<file path="config.mk">
export PLATFORM = sky130hd
export DESIGN_NAME = adsr_envelope
export DESIGN_NICKNAME = d
export VERILOG_FILES = /design/src/rtl/adsr_envelope.sv
export SDC_FILE = /design/constraint.sdc
export NUM_CORES = 1
export LEC_CHECK = 0
export ABC_AREA = 1
export BUFFER_PORTS_ARGS = -buffer_cell sky130_fd_sc_hd__buf_4
export CORE_MARGIN = 1.5
export CORE_UTILIZATION = 45
export DETAILED_ROUTE_END_ITERATION = 8
export GPL_ROUTABILITY_DRIVEN = 0
export HOLD_SLACK_MARGIN = 0.1
export PLACE_DENSITY = 0.68
export SYNTH_ARGS = -nofsm -noshare
export SYNTH_HDL_FRONTEND = slang
export SYNTH_SLANG_ARGS = --single-unit
</file>
<file path="constraint.sdc">
create_clock -name clk -period 4.05 [get_ports clk]
set_input_delay 0.81 -clock clk [delete_from_list [all_inputs] [get_ports clk]]
set_output_delay 0.81 -clock clk [all_outputs]
set_load 0.02 [all_outputs]
</file>
<file path="src/rtl/adsr_envelope.sv">
// Per-voice ADSR amplitude envelope: steps an accumulator on the sample strobe
// and scales the signed oscillator sample by the top ENV_BITS of that accumulator.
module adsr_envelope #(
  parameter int DATA_BITS = 12,
  parameter int ENV_BITS  = 8,
  parameter int ACC_BITS  = 16
) (
  input  logic                        clk,
  input  logic                        reset,
  input  logic                        sample_tick,
  input  logic                        gate,
  input  logic [ACC_BITS-1:0]         attack_rate,
  input  logic [ACC_BITS-1:0]         decay_rate,
  input  logic [ACC_BITS-1:0]         release_rate,
  input  logic [ENV_BITS-1:0]         sustain_level,
  input  logic signed [DATA_BITS-1:0] din,
  output logic signed [DATA_BITS-1:0] dout,
  output logic [ENV_BITS-1:0]         env_out,
  output logic [2:0]                  state_out
);

  typedef enum logic [2:0] {
    ST_IDLE    = 3'd0,
    ST_ATTACK  = 3'd1,
    ST_DECAY   = 3'd2,
    ST_SUSTAIN = 3'd3,
    ST_RELEASE = 3'd4
  } state_t;

  localparam int PAD_BITS  = ACC_BITS - ENV_BITS;
  localparam int PROD_BITS = DATA_BITS + ENV_BITS + 1;
  localparam logic [ACC_BITS:0] ACC_MAX = {1'b0, {ACC_BITS{1'b1}}};

  state_t                        state_q, state_d;
  logic [ACC_BITS-1:0]           acc_q, acc_d;
  logic                          gate_q, gate_d;
  logic signed [DATA_BITS-1:0]   dout_q, dout_d;

  logic                          rise, fall;
  logic [ACC_BITS-1:0]           sus_acc;
  logic [ACC_BITS:0]             sum_att, diff_dec, diff_rel;
  logic [ENV_BITS-1:0]           env;
  logic signed [ENV_BITS:0]      gain;
  logic signed [PROD_BITS-1:0]   din_ext, gain_ext, product;

  assign sus_acc  = {sustain_level, {PAD_BITS{1'b0}}};
  assign env      = acc_q[ACC_BITS-1 -: ENV_BITS];
  assign rise     = gate & ~gate_q;
  assign fall     = ~gate & gate_q;

  // One extra bit so overflow/underflow is visible instead of wrapping.
  assign sum_att  = {1'b0, acc_q} + {1'b0, attack_rate};
  assign diff_dec = {1'b0, acc_q} - {1'b0, decay_rate};
  assign diff_rel = {1'b0, acc_q} - {1'b0, release_rate};

  // Gain is the unsigned envelope as a non-negative signed value (< 1.0).
  assign gain     = {1'b0, env};
  assign din_ext  = PROD_BITS'(din);
  assign gain_ext = PROD_BITS'(gain);
  assign product  = din_ext * gain_ext;

  always_comb begin
    state_d = state_q;
    acc_d   = acc_q;
    gate_d  = gate;
    dout_d  = product[ENV_BITS +: DATA_BITS];

    if (rise) begin
      state_d = ST_ATTACK;
    end else if (fall && (state_q == ST_ATTACK || state_q == ST_DECAY ||
                          state_q == ST_SUSTAIN)) begin
      state_d = ST_RELEASE;
    end else if (sample_tick) begin
      unique case (state_q)
        ST_IDLE: acc_d = acc_q;
        ST_ATTACK: begin
          if (sum_att >= ACC_MAX) begin
            acc_d   = ACC_MAX[ACC_BITS-1:0];
            state_d = ST_DECAY;
          end else begin
            acc_d = sum_att[ACC_BITS-1:0];
          end
        end
        ST_DECAY: begin
          if (diff_dec[ACC_BITS] || (diff_dec[ACC_BITS-1:0] <= sus_acc)) begin
            acc_d   = sus_acc;
            state_d = ST_SUSTAIN;
          end else begin
            acc_d = diff_dec[ACC_BITS-1:0];
          end
        end
        ST_SUSTAIN: acc_d = sus_acc;
        ST_RELEASE: begin
          if (diff_rel[ACC_BITS] || (diff_rel[ACC_BITS-1:0] == '0)) begin
            acc_d   = '0;
            state_d = ST_IDLE;
          end else begin
            acc_d = diff_rel[ACC_BITS-1:0];
          end
        end
        default: begin
          acc_d   = '0;
          state_d = ST_IDLE;
        end
      endcase
    end
  end

  always_ff @(posedge clk or posedge reset) begin
    if (reset) begin
      state_q <= ST_IDLE;
      acc_q   <= '0;
      gate_q  <= 1'b0;
      dout_q  <= '0;
    end else begin
      state_q <= state_d;
      acc_q   <= acc_d;
      gate_q  <= gate_d;
      dout_q  <= dout_d;
    end
  end

  assign dout      = dout_q;
  assign env_out   = env;
  assign state_out = state_q;

endmodule

</file>
==> impl_results.md, run 1 <==
* Status: finished with violations
* Violated checks: negative setup slack
* Psw at 4.337 mW
* Top Family by Delay on Critical Path: adder cells
* Max Cap Viol at 0
* Synth Cell Area at 8760 um2
* Sequential power share at 8.1%
* Die width at 142.5 um
* Detailed Place HPWL at 19670 um
* Post-synthesis sequential area ratio at 9.142%
* Worst-Margin Slew at 1.088 ns
* Post-synth EDFFs at 0
* Switching share of power at 53.17%
* Final net count at 1783
* Clock tree buffer depth at 2
* Leading area contributor after synthesis: nand2_1
* Gate Count Post-Synth at 1400
* DR WL/cell at 12.93 um
* Total Routing Usage GR at 24.23%
* Fmax at 242.7 MHz
* Reg2Reg Setup Slack at -0.03 ns
* Synth top area cells: nand2_1 19%, fa_1 18%, inv_1 15%
* Ys flop type: dfrtp_1
* CTS Buf Count at 5
* Core area at 18890 um2
* Avg Synthesized Cell Area at 6.257 um2
* Yosys warns at 0
* Slew Viols, Final at 0
* Io pins at 95
* RSZ-0062 raised after global routing: yes
* Post-synth top area share at 19.37%
* Worst Hold Class: reg2reg
* Cell variety after synth at 39
* Mapped Nets at 1641
* Asr flop ratio synth at 100.0%
* Number of global-route vias before repair at 8451
* Max VDD drop at 0.7448 mV
* Comb pwr share at 86.4%
* WL final at 23320 um
* Placed Cells at 1787
* H-tree level count at 2
* R2R depth at 14
* Crit-path cells: buf_12, nand2_4, fa_1, inv_2, fa_1, fa_1, inv_1, fa_1, inv_2, ha_4, a21oi_4, o21ai_4, buf_4, a21oi_4, o21ai_2, buf_4, xor2_1
* Port bufs at 94
* Crit share post-route at 101.7%
* Critical path required time at 4.22 ns
* Total grt overflow at 0
* Total number of vias at 8814
* CTS clk-pin slew, worst paths at 0.06 ns
* Critical Path Max Stage Delay at 0.55 ns
* Antenna violations before repair at 0
* Worst Setup SP: din[5]
* Setup Skew at 0.005120 ns
* Die area at 20310 um2
* Hold Path End: state_out[2]
* Pwr per Cell Area at 758.9 nW/um2
* Endpoints failing setup at 6
* Most frequent cells in the layout: 435 x nand2_1, 336 x inv_1, 164 x buf_4
* Slowest-stage cell, CP: fa_1
* DRC at 0
* Die H at 142.5 um
* Reg2reg start: acc_q[13]
* Startpoint types: input pin
* Post-CTS Hold Fix Bufs at 0
* Sink Count at 32
* Layout area overhead at 22.70%
* Commonest non-fill, non-tap cell in the layout: nand2_1
* Minimum clock period at 4.120 ns
* WS Path Type: in2reg
* Crit-path max FO at 7
* Fin Setup TNS at -0.3018 ns
* Cell Rows at 50
* Largest net degree at the start of global routing at 33
* Clock share of power at 5.4%
* WHS Path Cells at 2
* Vias per cell at 4.889
* DR iter-0 viols at 632
* Worst setup EP type: flop
* Int Power at 3.819 mW
* Pre-Repair DR Iteration Count at 8
* Buf/Inv on CP at 6
* Post-DRT Antenna Nets at 0
* N_diodes at 0
* CP most frequent cell: fa_1
* Final std cells w/o fill at 1803
* CTS tree: done
* Clock insertion delay at the later pin of the skew report at 0.28 ns
* Hold path start: gate_q
* Static leakage at 6.490 nW
* Crit path DAT at 4.29 ns
* R2r endpoint: dout[9]
* Final hold vios at 0
* Share of cells above drive strength 1 at 18.54%
* Final Worst Setup Slack at -0.07028 ns
* Initial Util at 46.36%
* Slew headroom at 27.19%
* Root buf cell: clkbuf_16
* Yosys reg bits at 32
* First-pass GRT wire length at 39500 um
[worst min-delay path, stage by stage (launching register included)]
cell and delay [ns]:
dfrtp_1 0.34, nand3_1 0.09, nand2_1 0.07
[power groups by stage]
stage                     sequential (mW)  combinational [mW]  clock [mW]
final                               0.663                7.05       0.443
after global routing                0.683                7.98       0.459
after CTS                           0.662                6.83       0.450
after detailed placement            0.660                6.49           0
after global placement              0.659                6.40           0
after floorplan                     0.677                4.63           0
[flip-flops by register name, indices dropped and copies added (netlist names)]
| name | count |
|---|---|
| acc_q | 16 |
| dout | 12 |
| gate_q | 1 |
| state_out | 3 |
[area by class of cell]
type	instances	area, um2
Clock buffer	5	125.1
Clock inverter	3	42.54
Sequential cell	32	808.3
Fill cell	1849	8145
Tap cell	260	325.3
Timing Repair Buffer	172	1334
Inverter	351	1320
Multi-Input combinational cell	980	6793
[cells in the mapped netlist, types with 5 or more instances]
| master | number |
|---|---|
| buf_4 | 10 |
| o21bai_1 | 6 |
| xor2_1 | 16 |
| o21ai_0 | 12 |
| nand3_1 | 97 |
| clkbuf_1 | 19 |
| nand2_1 | 452 |
| nor2_1 | 62 |
| xnor2_1 | 8 |
| nand4_1 | 36 |
| ha_1 | 91 |
| dfrtp_1 | 32 |
| inv_1 | 347 |
| nand2_2 | 14 |
| nand3_2 | 5 |
| nand3b_1 | 13 |
| a21oi_1 | 53 |
| fa_1 | 78 |
| nor3_1 | 9 |
[how the worst max path moves through the flow]
| stage | endpoint | slack (ns) | cells after the start |
|---|---|---|---|
| after global placement | dout[9] | -0.39 | 16 |
| after CTS | dout[10] | -0.05 | 19 |
| after global routing | dout[10] | -0.23 | 19 |
| after detailed placement | dout[10] | -0.42 | 17 |
| after floorplan | dout[10] | -0.25 | 17 |
| final | dout[4] | -0.07 | 17 |
[metal layers]
layer  wire length (um)  global-route usage (%)  part of all wire (%)
met4                367                   4.558                   1.6
met1              11070                   34.29                    47
met2              10330                   40.14                    44
met3               1559                   2.624                   6.7
met5                  0                       0                     0
[cells by family after synthesis]
kind of cell | share of synthesized area [%]
compound gates | 5.756
buf+inv | 17.38
simple gates | 34.50
xor+xnor | 2.400
flops | 9.142
fa+ha+maj | 30.82
[through the flow]
stage	power (mW)	util, %	hold slack (ns)	worst slack (ns)	area [um2]
3_5_place_dp	7.153	54.37	0.5236	-0.4243	10270
4_1_cts	7.939	56.10	0.5361	-0.05039	10600
5_1_grt	9.124	56.89	0.5509	-0.2302	10750
2_1_floorplan	5.303	-	0.4746	-0.2487	8985
3_3_place_gp	7.055	54.37	0.5099	-0.3891	10270
6_report	8.156	56.89	0.5390	-0.07028	10750
[repair_timing]
| item | in CTS | in global routing |
|---|---|---|
| resized for setup | 41 | 30 |
| buffers inserted | 2 | 6 |
| setup endpoints to repair | 10 | 23 |
| pin swaps | 20 | 22 |
(Power assumes the default switching activity.)
==> inputs of run 2 (changes only) <==
- PLACE_DENSITY: 0.68 -> 0.65
==> impl_results.md, run 2 (same netlist as run 1, synthesis figures left out) <==
* Util after Layout at 57.05% (+0.17 points)
* Root buf cell: clkbuf_16
* Setup Skew at 0.004880 ns (-0.0002395 ns)
* Reg2Reg Setup Slack at -0.05 ns (-0.02 ns)
* DRC at 0 (unchanged)
* WHS Path Cells at 2 (unchanged)
* Cell Rows at 50 (unchanged)
* Pwr per Cell Area at 771.8 nW/um2 (+1.7%)
* CP most frequent cell: fa_1
* Crit path DAT at 4.34 ns (+0.05 ns)
* Overall power at 8.320 mW (+2.0%)
* N_diodes at 0 (unchanged)
* Hold path start: gate_q
* Sink Count at 32 (unchanged)
* Finished Cell Area at 10780 um2 (+0.29%)
* Startpoint types: input pin
* DR WL/cell at 13.35 um (+3.2%)
* Largest Register: acc_q
* Fin Setup TNS at -0.2677 ns (+0.03405 ns)
* Fmax at 241.8 MHz (-0.37%)
* Top Family by Delay on Critical Path: adder cells
* Max Cap Viol at 0 (unchanged)
* Total number of vias at 8817 (+0.034%)
* Die H at 142.5 um (unchanged)
* Final hold vios at 0 (unchanged)
* CTS tree: done
* Worst setup EP type: flop
* Most frequent cells in the layout: 438 x nand2_1, 335 x inv_1, 161 x buf_4
* Number of global-route vias before repair at 8494 (+0.51%)
* First-pass GRT wire length at 39790 um (+0.73%)
* Hold_ws at 0.5240 ns (-0.01504 ns)
* Reg2reg start: acc_q[10]
* Pre-Repair DR Iteration Count at 5 (-3)
* Placed Area at 10260 um2 (about the same)
* H-tree level count at 2 (unchanged)
* Final Worst Setup Slack at -0.08557 ns (-0.01529 ns)
* Crit-path cells: buf_12, nand2_4, inv_4, fa_2, inv_2, fa_1, inv_1, fa_1, fa_1, ha_4, nand2_4, nor2_4, nand3_2, o2111ai_4, nand4_1, nand2_1, xor2_1
* Critical Path Max Stage Delay at 0.63 ns (+0.08 ns)
* Max reg flops at 16 (unchanged)
* WS Path Type: in2reg
* DR iter-0 viols at 608 (-3.8%)
* Status: finished with violations
* Commonest non-fill, non-tap cell in the layout: nand2_1
* Crit share post-route at 102.1% (+0.38 points)
* Static leakage at 6.488 nW (about the same)
* Max VDD drop at 0.6067 mV (-19%)
* Io pins at 95 (unchanged)
* Violated checks: negative setup slack
* WL final at 24070 um (+3.2%)
* Post-DRT Antenna Nets at 0 (unchanged)
* Initial Util at 46.36% (unchanged)
* Slowest-stage cell, CP: fa_2
* Post-CTS Hold Fix Bufs at 0 (unchanged)
* Final net count at 1782 (-0.056%)
* Die area at 20310 um2 (unchanged)
* Hold Path End: state_out[2]
* CTS clk-pin slew, worst paths at 0.06 ns (about the same)
* Core area at 18890 um2 (unchanged)
* R2r endpoint: dout[10]
* Total grt overflow at 0 (unchanged)
* Largest net degree at the start of global routing at 28 (-15%)
* Worst-Margin Slew at 1.168 ns (+0.07981 ns)
* Total Routing Usage GR at 24.40% (+0.17 points)
* Crit-path max FO at 7 (unchanged)
* Minimum clock period at 4.136 ns (+0.01529 ns)
* CTS Buf Count at 5 (unchanged)
* RSZ-0062 raised after global routing: yes
* R2R depth at 17 (+3)
* Clock insertion delay at the later pin of the skew report at 0.28 ns (about the same)
* Slew Viols, Final at 0 (unchanged)
* Layout area overhead at 23.05%
* Worst Hold Class: reg2reg
* Worst Setup SP: din[11]
* Endpoints failing setup at 7 (+1)
* Antenna violations before repair at 0 (unchanged)
* Vias per cell at 4.893 (about the same)
* Detailed Place HPWL at 19960 um (+1.5%)
* Port bufs at 94 (unchanged)
* Slew headroom at 22.05% (-5.1 points)
* Share of cells above drive strength 1 at 18.55% (about the same)
* Critical path required time at 4.25 ns (+0.03 ns)
* Die width at 142.5 um (unchanged)
* Buf/Inv on CP at 4 (-2)
* Clock tree buffer depth at 2 (unchanged)
[run 2: how the worst max path moves through the flow]
stage,endpoint,slack (ns),cells after the start
after detailed placement,dout[9],-0.41,16
after CTS,dout[9],-0.12,18
final,dout[10],-0.09,17
after global placement,dout[9],-0.39,16
after global routing,dout[10],-0.21,17
after floorplan,dout[10],-0.25,17
[run 2: worst register-to-register path: stages, from the launching register on]
cell,delay [ns]
dfrtp_2,0.48
buf_4,0.18
nand2_1,0.05
inv_1,0.05
fa_2,0.60
inv_2,0.07
fa_1,0.48
inv_1,0.05
fa_1,0.51
fa_1,0.45
ha_4,0.33
nand2_4,0.07
nor2_4,0.13
nand3_2,0.11
o2111ai_4,0.12
nand4_1,0.12
nand2_1,0.09
xor2_1,0.14
[run 2: through the flow]
stage               std cells  setup slack (ns)
finish                   1802          -0.08557
global route             1802           -0.2092
CTS                      1797           -0.1167
detailed placement       1786           -0.4117
global placement         1786           -0.3886
floorplan                1400           -0.2487
[run 2: layout make-up]
type / instances / area (um2)
clock inverter: 3 / 42.54
tap: 260 / 325.3
fill: 1929 / 8114
sequential: 32 / 807.0
inverter: 351 / 1323
multi-input combinational: 980 / 6819
clock buffer: 5 / 125.1
timing repair buffer: 171 / 1338
[run 2: per-layer routing]
layer  routed length (um)  vias to the layer above  global-route usage [%]
met5                    0                        -                       0
met4                  485                        0                   5.751
met3                 1404                       28                   2.254
met2                10510                      228                   38.86
met1                11670                     4055                   35.62
li1                     -                     4506                       -
[run 2: repair_timing]
| action | in CTS | in global routing |
|---|---|---|
| buffers inserted | 3 | 5 |
| setup endpoints to repair | 11 | 12 |
| pin swaps | 28 | 33 |
| resized for setup | 31 | 44 |
[run 2: where the power goes]
part	total [mW]	internal [mW]	switching, mW
clock	0.444	0.289	0.155
combinational	7.21	3.11	4.10
sequential	0.663	0.484	0.179
==> inputs of run 3 (changes only) <==
- ABC_AREA: 1 -> default
- PLACE_DENSITY: 0.65 -> 0.66
==> impl_results.md, run 3 <==
* Clock tree buffer depth at 2 (unchanged)
* Synth top area cells: fa_1 21%, ha_1 15%, dfrtp_1 11%
* Violated checks: negative setup slack
* Max reg flops at 16 (unchanged)
* Initial Util at 45.71% (-0.65 points)
* Port bufs at 94 (unchanged)
* DRC at 0 (unchanged)
* Crit-path max FO at 5 (-2)
* Largest Register: acc_q
* Most frequent cells in the layout: 219 x buf_4, 167 x inv_1, 85 x ha_1
* Reg2Reg Setup Slack at -0.49 ns (-0.44 ns)
* Minimum clock period at 4.561 ns (+0.4255 ns)
* Final net count at 1365 (-23%)
* Synth top cells by count: 170 x inv_1, 91 x ha_1, 84 x nand2_1
* CTS Buf Count at 5 (unchanged)
* Critical path required time at 4.22 ns (-0.03 ns)
* DR iter-0 viols at 428 (-30%)
* DR WL/cell at 16.65 um (+25%)
* Pwr per Cell Area at 815.7 nW/um2 (+5.7%)
* Worst Setup SP: din[5]
* Util after Layout at 60.93% (+3.9 points)
* First-pass GRT wire length at 35930 um (-9.7%)
* Share of cells above drive strength 1 at 29.33% (+11 points)
* Startpoint types: input pin
* Die area at 17510 um2 (-14%)
* Crit share post-route at 112.6% (+11 points)
* Slew headroom at 30.34% (+8.3 points)
* Sink Count at 32 (unchanged)
* RSZ-0062 raised after global routing: yes
* Setup Skew at 0.004332 ns (-0.0005483 ns)
* Yosys warns at 0 (unchanged)
* Hold_ws at 0.6248 ns (+0.1008 ns)
* Clock insertion delay at the later pin of the skew report at 0.29 ns (about the same)
* Reg2reg start: acc_q[9]
* Final std cells w/o fill at 1346 (-25%)
* Vias per cell at 5.338 (+9.1%)
* Cell variety after synth at 86 (+120%)
* Commonest non-fill, non-tap cell in the layout: buf_4
* Post-synth EDFFs at 0 (unchanged)
* CTS tree: done
* Number of global-route vias before repair at 7105 (-16%)
* Total number of vias at 7185 (-19%)
* Die H at 132.3 um (-7.1%)
* Largest net degree at the start of global routing at 25 (-11%)
* Mapped Nets at 1150 (-30%)
* Worst setup EP type: flop
* Core area at 16470 um2 (-13%)
* Leading area contributor after synthesis: fa_1
* Final Worst Setup Slack at -0.5110 ns (-0.4255 ns)
* Slew Viols, Final at 0 (unchanged)
* Fmax at 219.2 MHz (-9.3%)
* Gate Count Post-Synth at 909 (-35%)
* H-tree level count at 2 (unchanged)
* Yosys reg bits at 32 (unchanged)
* CTS clk-pin slew, worst paths at 0.06 ns (about the same)
* Dpl ws at -0.8028 ns (-0.3911 ns)
* Avg Synthesized Cell Area at 8.281 um2 (+32%)
* Detailed Place HPWL at 18170 um (-9.0%)
* Root buf cell: clkbuf_16
* Worst-Margin Slew at 1.043 ns (-0.1251 ns)
* Max Cap Viol at 0 (unchanged)
* Final hold vios at 0 (unchanged)
* Most numerous cell in the Yosys netlist: inv_1
* Post-DRT Antenna Nets at 0 (unchanged)
* WL final at 22410 um (-6.9%)
* Fillers at 1469 (-24%)
* Die width at 132.3 um (-7.1%)
* Post-synth top area share at 20.74% (+1.4 points)
* Placed Cells at 1318 (-26%)
* Max VDD drop at 0.4965 mV (-18%)
* Total Routing Usage GR at 25.75% (+1.3 points)
* Layout area overhead at 33.29%
* Total grt overflow at 0 (unchanged)
* R2R depth at 16 (-1)
* Static leakage at 5.171 nW (-20%)
* Worst Hold Class: in2async
* Endpoints failing setup at 29 (+22)
* Antenna violations before repair at 0 (unchanged)
* Post-synthesis sequential area ratio at 10.64% (+1.5 points)
* Asr flop ratio synth at 100.0% (unchanged)
* WS Path Type: in2reg
* Synth Cell Area at 7527 um2 (-14%)
* Status: finished with violations
* Cell Rows at 47 (-6.0%)
* Ys flop type: dfrtp_1
* R2r endpoint: dout[11]
* Io pins at 95 (unchanged)
* Crit path DAT at 4.73 ns (+0.39 ns)
* Pre-Repair DR Iteration Count at 6 (+1)
## run 3: cell count changes after synthesis, sizes merged, moves of 12 or more
cell,change
nor2,-25
nand3,-94
nand2,-381
a21o,+16
a21oi,-13
o211ai,+13
nand3b,-12
and2,+43
nand4,-29
xnor2,+22
inv,-181
## run 3: final cells by class
class | instances | area [um2] | share of cell area [%]
timing repair buffer | 233 | 1827 | 18.21
clock inverter | 2 | 35.03 | 0.3492
sequential | 32 | 805.8 | 8.031
tap | 220 | 275.3 | 2.743
clock buffer | 6 | 128.9 | 1.284
multi-input combinational | 682 | 6321 | 63.00
antenna | 1 | 2.502 | 0.02494
inverter | 170 | 638.1 | 6.360
## run 3: per-stage QoR
| step | cell area (um2) | total power, mW | setup TNS [ns] |
|---|---|---|---|
| 3_5_place_dp | 9435 | 7.141 | -17.65 |
| 6_report | 10030 | 8.184 | -9.927 |
| 3_3_place_gp | 9435 | 7.027 | -15.75 |
| 5_1_grt | 10030 | 9.017 | -14.84 |
| 4_1_cts | 9829 | 7.849 | -7.890 |
| 2_1_floorplan | 7667 | 5.062 | -7.190 |
## run 3: worst max-delay path by stage
stage                     endpoint  depth (start not counted)
after floorplan           dout[11]                         19
after global placement    dout[11]                         20
after detailed placement  dout[11]                         21
after CTS                 dout[11]                         21
after global routing      acc_q[7]                         21
final                     dout[11]                         21
## run 3: report_power, final
| group | total [mW] | internal, mW | switching, mW |
|---|---|---|---|
| combinational | 7.06 | 3.37 | 3.69 |
| sequential | 0.676 | 0.498 | 0.178 |
| clock | 0.448 | 0.290 | 0.158 |
| total | 8.18 | 4.15 | 4.03 |
## run 3: logic make-up after synthesis
family / synth area share (%)
compound gates: 18.67
buf+inv: 10.31
flops: 10.64
xor+xnor: 5.585
simple gates: 18.78
mux: 0.1496
fa+ha+maj: 35.87
## run 3: critical path: stages
cell       delay (ns)
buf_8            0.10
and2_4           0.13
fa_1             0.54
inv_1            0.05
fa_1             0.47
inv_1            0.05
fa_1             0.47
inv_1            0.05
fa_1             0.50
inv_2            0.05
ha_4             0.27
nand2_2          0.05
nand4bb_1        0.19
o211ai_1         0.17
o211ai_1         0.12
buf_4            0.17
a41oi_2          0.14
o21ai_1          0.09
nand2b_1         0.12
a21oi_2          0.07
xnor2_1          0.12
## run 3: timing repair
item / in CTS / in global routing
hold buffers: 0 / 0
endpoints found under the hold margin: 0 / 0
endpoints found under the setup margin: 28 / 30
buffers inserted: 15 / 7
pin swaps: 27 / 22
gates resized for setup: 35 / 35
## run 3: layer usage
metal  GRT usage, %  wire length, um
met1          36.49            10590
met2          41.74            10250
met3          3.960             1212
met4          5.311              361
met5              0                0
